**config.mk**
```make
export PLATFORM = sky130hd
export DESIGN_NAME = aes_serial_io
export DESIGN_NICKNAME = d
export VERILOG_FILES = /design/src/rtl/aes_serial_io.sv
export SDC_FILE = /design/constraint.sdc
export NUM_CORES = 1
export LEC_CHECK = 0
export CAP_MARGIN = 10
export CORE_ASPECT_RATIO = 1.1
export CORE_MARGIN = 2
export CORE_UTILIZATION = 45
export CTS_CLUSTER_DIAMETER = 120
export DETAILED_ROUTE_END_ITERATION = 8
export PLACE_DENSITY_LB_ADDON = 0.1
export SYNTH_ARGS = -nofsm -noshare
export SYNTH_HDL_FRONTEND = slang
export SYNTH_SLANG_ARGS = --single-unit
```
**constraint.sdc**
```tcl
create_clock -name clk -period 3.66 [get_ports clk]
set_clock_uncertainty 0.15 [all_clocks]
set_input_delay 0.366 -clock clk [delete_from_list [all_inputs] [get_ports clk]]
set_output_delay 0.366 -clock clk [all_outputs]
set_load 0.02 [all_outputs]
```
**src/rtl/aes_serial_io.sv**
```systemverilog
// aes_serial_io: lane-serial loader and unloader around a block cipher core.
// Input beats assemble key and plaintext; the result is streamed back out.
module aes_serial_io #(
  parameter int LANE_W = 1,
  parameter int BLK_W  = 128
) (
  input  logic              clk,
  input  logic              reset,
  input  logic              EN,
  input  logic [LANE_W-1:0] DIN,
  input  logic [LANE_W-1:0] K_IN,
  input  logic              KEY_KEEP,
  output logic              IN_RDY,
  output logic              core_start,
  output logic [BLK_W-1:0]  core_data,
  output logic [BLK_W-1:0]  core_key,
  input  logic              core_done,
  input  logic [BLK_W-1:0]  core_result,
  output logic [LANE_W-1:0] DOUT,
  output logic              OUT_VAL
);
  localparam int N = BLK_W / LANE_W;
  localparam int CNT_W = (N > 1) ? $clog2(N) : 1;
  localparam logic [CNT_W-1:0] LAST = CNT_W'(N - 1);

  typedef enum logic [2:0] {
    IDLE, LOAD, START, WAIT, SHIFT
  } state_t;

  state_t state;
  logic [CNT_W-1:0] cnt;
  logic key_keep_r;
  logic [BLK_W-1:0] data_r;
  logic [BLK_W-1:0] key_r;
  logic [BLK_W-1:0] res_r;
  logic [BLK_W-1:0] res_nxt;

  assign res_nxt   = res_r >> LANE_W;
  assign core_data = data_r;
  assign core_key  = key_r;

  always_ff @(posedge clk) begin
    if (reset) begin
      state      <= IDLE;
      cnt        <= '0;
      key_keep_r <= 1'b0;
      data_r     <= '0;
      key_r      <= '0;
      res_r      <= '0;
      IN_RDY     <= 1'b1;
      core_start <= 1'b0;
      OUT_VAL    <= 1'b0;
      DOUT       <= '0;
    end else begin
      case (state)
        IDLE: begin
          if (EN) begin
            data_r[LANE_W-1:0] <= DIN;
            if (!KEY_KEEP)
              key_r[LANE_W-1:0] <= K_IN;
            key_keep_r <= KEY_KEEP;
            cnt <= CNT_W'(1);
            if (N == 1) begin
              state      <= START;
              IN_RDY     <= 1'b0;
              core_start <= 1'b1;
            end else begin
              state <= LOAD;
            end
          end
        end
        LOAD: begin
          if (EN) begin
            data_r[int'(cnt)*LANE_W +: LANE_W] <= DIN;
            if (!key_keep_r)
              key_r[int'(cnt)*LANE_W +: LANE_W] <= K_IN;
            if (cnt == LAST) begin
              state      <= START;
              IN_RDY     <= 1'b0;
              core_start <= 1'b1;
            end else begin
              cnt <= cnt + 1'b1;
            end
          end
        end
        START: begin
          core_start <= 1'b0;
          state      <= WAIT;
        end
        WAIT: begin
          if (core_done) begin
            res_r   <= core_result;
            DOUT    <= core_result[LANE_W-1:0];
            OUT_VAL <= 1'b1;
            cnt     <= '0;
            state   <= SHIFT;
          end
        end
        SHIFT: begin
          if (cnt == LAST) begin
            OUT_VAL <= 1'b0;
            DOUT    <= '0;
            IN_RDY  <= 1'b1;
            cnt     <= '0;
            state   <= IDLE;
          end else begin
            res_r <= res_nxt;
            DOUT  <= res_nxt[LANE_W-1:0];
            cnt   <= cnt + 1'b1;
          end
        end
        default: begin
          state   <= IDLE;
          IN_RDY  <= 1'b1;
          OUT_VAL <= 1'b0;
        end
      endcase
    end
  end

endmodule
```
* Yosys cells after proc, flatten, opt, wreduce, memory -nomap -nowiden
Cells that the tools add are included.
Operators by class: add/subtract/negate cells 2, $mul 0, div/mod/pow operators 0, order comparisons 0, eq/ne operators 14, shifts and indexed selects 3, muxes and demuxes 36, bitwise gates (word level) 3, reductions and logical operators 19
Operators by type and width (count):
- $bwmux 128 | 2
- $mux 128 | 2
- $pmux 128 s2 | 1
- $shiftx 1x33->128 | 2
- $shift 1x33->128 const A | 1
- $mux 7 | 5
- $neg 7->33 | 1
- $pmux 7 s4 | 1
- $ne 2x2->1 const B | 9
- $mux 3 | 5
- $pmux 3 s5 | 1
- $reduce_and 3->1 | 5
- $reduce_and 5->1 | 3
- $mux 1 | 13
- $pmux 1 s2 | 4
- $add 7x1->7 const B | 1
- $eq 7x7->1 const B | 1
- $eq 3x2->1 const B | 2
- $pmux 1 s3 | 2
- $reduce_and 2->1 | 3
- $reduce_bool 2->1 | 3
- $reduce_or 3->1 | 2
- $reduce_and 4->1 | 1
- $reduce_bool 4->1 | 1
- 4 further kinds | 6
Storage, ports and cells: flip-flop bits (word level) 399, latch bits 0, RAM bits 0, memory bits (read-only) 0, memories 0

* Depth between registers and ports, before layout
depth in word-level cells 6, mapped depth 14

* Worst setup path before layout
No wires, ideal clock.
path kind register -> register, start reg cnt[0], end reg key_r[48] (netlist: core_key[48]), library setup time 0.072 ns, data arrival time 3.288 ns, required time 3.438 ns, slack 0.150 ns, cell stages (with the launch flop) 15, path buffers 5, cell sequence dfxtp_1 -> clkbuf_1 -> inv_1 -> ha_1 -> clkbuf_1 -> inv_1 -> nor4_1 -> ha_1 -> clkbuf_1 -> nand2_1 -> or2_2 -> clkbuf_1 -> clkbuf_1 -> nor4_1 -> mux2i_1
Between the ends: longest elaborated chain between the ends 3, elaborated cells on any way between the ends 4, those cells by class 1 x add/sub; 2 x shift; 1 x mux
RTL lines:
- from (decl) | line 31 | logic [CNT_W-1:0] cnt;
- from (signal assigned) | line 82 | cnt <= cnt + 1'b1;
- from (signal assigned) | line 109 | cnt <= cnt + 1'b1;
- $neg 7->33 (*) | line 76 | key_r[int'(cnt)*LANE_W +: LANE_W] <= K_IN;
- $shiftx 1x33->128 / $shift 1x33->128 (equally long branches) | line 76
- $bwmux 128 (*) | line 76
- to (signal assigned) | line 48 | key_r <= '0;
- to (signal, indexed assignment) | line 60 | key_r[LANE_W-1:0] <= K_IN;
- to (signal, indexed assignment) | line 76
- to (decl) | line 34 | logic [BLK_W-1:0] key_r;
Mark *: on every way between the ends. The rest lies on a longest branch, timed or not. A chain may end at the register's enable or synchronous reset.

* Worst setup path in the final report
start reg cnt[1], end reg data_r[30] (netlist: core_data[30])
Between the ends: longest elaborated chain between the ends 3, elaborated cells on any way between the ends 4, those cells by class 1 x add/sub; 2 x shift; 1 x mux
RTL lines:
- $neg 7->33 (*) | line 74 | data_r[int'(cnt)*LANE_W +: LANE_W] <= DIN;
- $shiftx 1x33->128 / $shift 1x33->128 (equally long branches) | line 74
- $bwmux 128 (*) | line 74
- to (signal assigned) | line 47 | data_r <= '0;
- to (signal, indexed assignment) | line 58 | data_r[LANE_W-1:0] <= DIN;
- to (signal, indexed assignment) | line 74
- to (decl) | line 33 | logic [BLK_W-1:0] data_r;
Marked as above.

==> results.md <==
- Grt ovf: 0
- CP arrival: 3.75 ns
- Clock sinks: 398
- WL/cell: 20.1 um
- Max Fanout on Critical Path: 16
- Post-synth top area cell: dfxtp_1
- Area growth syn-to-layout: 33.1%
- Die H: 215 um
- Post-synthesis sequential area ratio: 43.7%
- Post-place setup slack: 0.384 ns
- Syn Inst Count: 2193
- Static Leak: 8.76 nW
- Final ANT Viol Nets: 0
- Share of the synthesized area in the top cell type: 43.7%
- PnR worst setup slack: 0.242 ns
- Async S/R FF share, synth: 0%
- DRC viols: 0
- Final Max Slew Viols: 0
- Synthesized area: 18200 um2
- Final Cell Area: 24200 um2
- Worst EP required: 3.99 ns
- First-pass GRT wire length: 95.6 mm
- Delay-heaviest family, CP: compound AO/OA/AOI/OAI gates
- Sequence of cells on the critical path: inv_1 > ha_1 > buf_4 > nor3b_2 > mux2_2 > a2111oi_0 > buf_4 > nand4_1 > a21oi_1
- Vias in the first global route: 17.0k
- Final critical-path required period: 3.42 ns
- Fin nets: 2660
- Area post-placement: 22800 um2
- Detailed-route via count: 17.9k
- RSZ-0062 raised after global routing: no
- Slew margin rel.: 10.3%
- Number of buffers on the longest clock path: 3
- Largest net degree at the start of global routing: 149
- DR pass1 iterations: 5
- Dominant synthesized flop cell: dfxtp_1
- CTS tree: done
- Hold Vio Cnt, Final: 0
- Worst skew pair latency: 0.56 ns
- Post-synth net total: 2331
- # setup viols final: 0
- Max Cap Viol: 0
- Setup_tns: 0 ns
- CTS clock-pin slew for the worst setup and hold paths: 0.06 ns
- CTS resizes: 0
- DP Wirelength: 42.5 mm
- Seq cells post-synth: 398
- CTS buffer count: 42
- Drt total wl: 61.6 mm
- Die X: 196 um
- Setup crit start kind: flip-flop
- Initial core utilization: 45.5%
- Core area: 40100 um2
- Total number of H-tree levels: 2
- Crit Path Category: reg2reg
- Worst Max-Slew Pin Slew: 1.34 ns
- Placed Cells: 2991
- # port buffers: 394
- Mean Syn Cell Area: 8.31 um2
- Total power: 9.48 mW
- Core Util, Final: 60.5%
- CP dominant cell by count: buf_4
- Post-synth EDFFs: 0
- Row cnt: 77
- Tot GR Track Use: 28.4%
- Area of the multi-input gates: 9410 um2
- Io pins: 395
- Status: finished clean
- Worst Setup End Kind: flip-flop
- Initial antenna violation count: 2
- Share of cells above drive strength 1: 9.67%
- CTS Hold Bufs: 0
- Fmax: 293 MHz
- Postcts setup bufs: 0
- Hold_ws: 0.136 ns
- Fill cell count: 3598
- Sequential cell area: 7970 um2
- Final period util: 93.4%
- Min-Delay Path Class: in2reg
- WP buf/inv: 3
- Initial DRC count: 1494
- CP peak stage delay: 0.77 ns
- Ranking of synthesized cells by area: dfxtp_1 44%, nand2_1 12%, mux2i_1 8.0%
- Yosys cell types: 74
- Post-Layout Cell Count: 3067
- Slowest-stage cell, CP: a2111oi_0
- Die area: 42100 um2
- Syn. warnings: 0
- Max VDD drop: 0.000335 V
- Vias/cell: 5.82
- CTS Root Cell: clkbuf_16
- GPL Wtd Cong: 0.884
- Pwr dens: 391 nW/um2
## per-layer routing
layer  track usage (%)  part of all wire (%)
met1              36.9                    42
met4              11.8                   3.9
met2              45.3                    46
met5                 0                 0.015
met3              6.65                   8.5
## kinds of logic (layout without fill, tap and decap cells)
kind of cell             Yosys count  in the layout  share of synthesized area, %
other                              0              1                             0
multiplexers                     147            147                          8.08
adder cells (fa/ha/maj)            3              3                         0.206
AND/OR/NAND/NOR                 1019           1019                          24.9
buffers and inverters            221            581                          5.14
flip-flops                       398            398                          43.7
AO/OA/AOI/OAI                    400            400                          17.7
XOR/XNOR                           5              5                         0.240
## state kept, by name (all words and copies together), names as in the netlist, 3 cells and up
register	count
state	3
core_key	128
core_data	128
res_r	127
cnt	7
## Yosys cell counts (29+ instances only)
library cell,count
nand3_1,69
clkbuf_1,172
a21oi_1,52
nor4_1,36
o311ai_0,31
nand4_1,56
nor2_1,164
and3_1,37
mux2i_1,146
nor3_1,31
nand2_1,574
a311oi_1,126
dfxtp_1,398
o21ai_0,45
o41ai_1,29
## power breakdown
part	internal (mW)	switching [mW]	total, mW
registers	4.34	0.00902	4.34
logic	0.254	0.504	0.757
clock network	2.60	1.78	4.38
total	7.19	2.29	9.48
## final timing paths
check | from | end | slack [ns] | cells after the start
max | cnt[1] | core_data[30] | 0.24 | 9
min | reset | core_data[78] | 0.14 | 2
max reg2reg | cnt[1] | core_data[30] | 0.24 | 9
min reg2reg | core_data[39] | core_data[39] | 0.31 | 2
## final cells by class
type / count / area share, %
Sequential cell: 398 / 32.9
Antenna cell: 1 / 0.0103
Inverter: 10 / 0.175
Clock buffer: 64 / 5.23
Clock inverter: 11 / 0.552
Timing Repair Buffer: 496 / 19.7
Multi-Input combinational cell: 1574 / 38.8
Tap cell: 513 / 2.65
## worst register-to-register path, delay by kind of cell (launching register included)
family                   cells  cell delay [ns]
AND/OR/NAND/NOR              2             0.59
buffers and inverters        3             0.57
flip-flops                   1             0.41
multiplexers                 1             0.54
AO/OA/AOI/OAI                2             0.93
adder cells (fa/ha/maj)      1             0.17
## cell usage in the layout (no fill, tap or decap), types with 52 or more instances in the layout
cell type / synthesis / final
a311oi_1: 126 / 126
nand4_1: 56 / 56
a21oi_1: 52 / 52
buf_4: 5 / 96
nand2_1: 574 / 573
clkdlybuf4s50_1: 0 / 393
mux2i_1: 146 / 146
nor2_1: 164 / 163
dfxtp_1: 398 / 398
nand3_1: 69 / 69
Power figures use the tool's default switching activity.
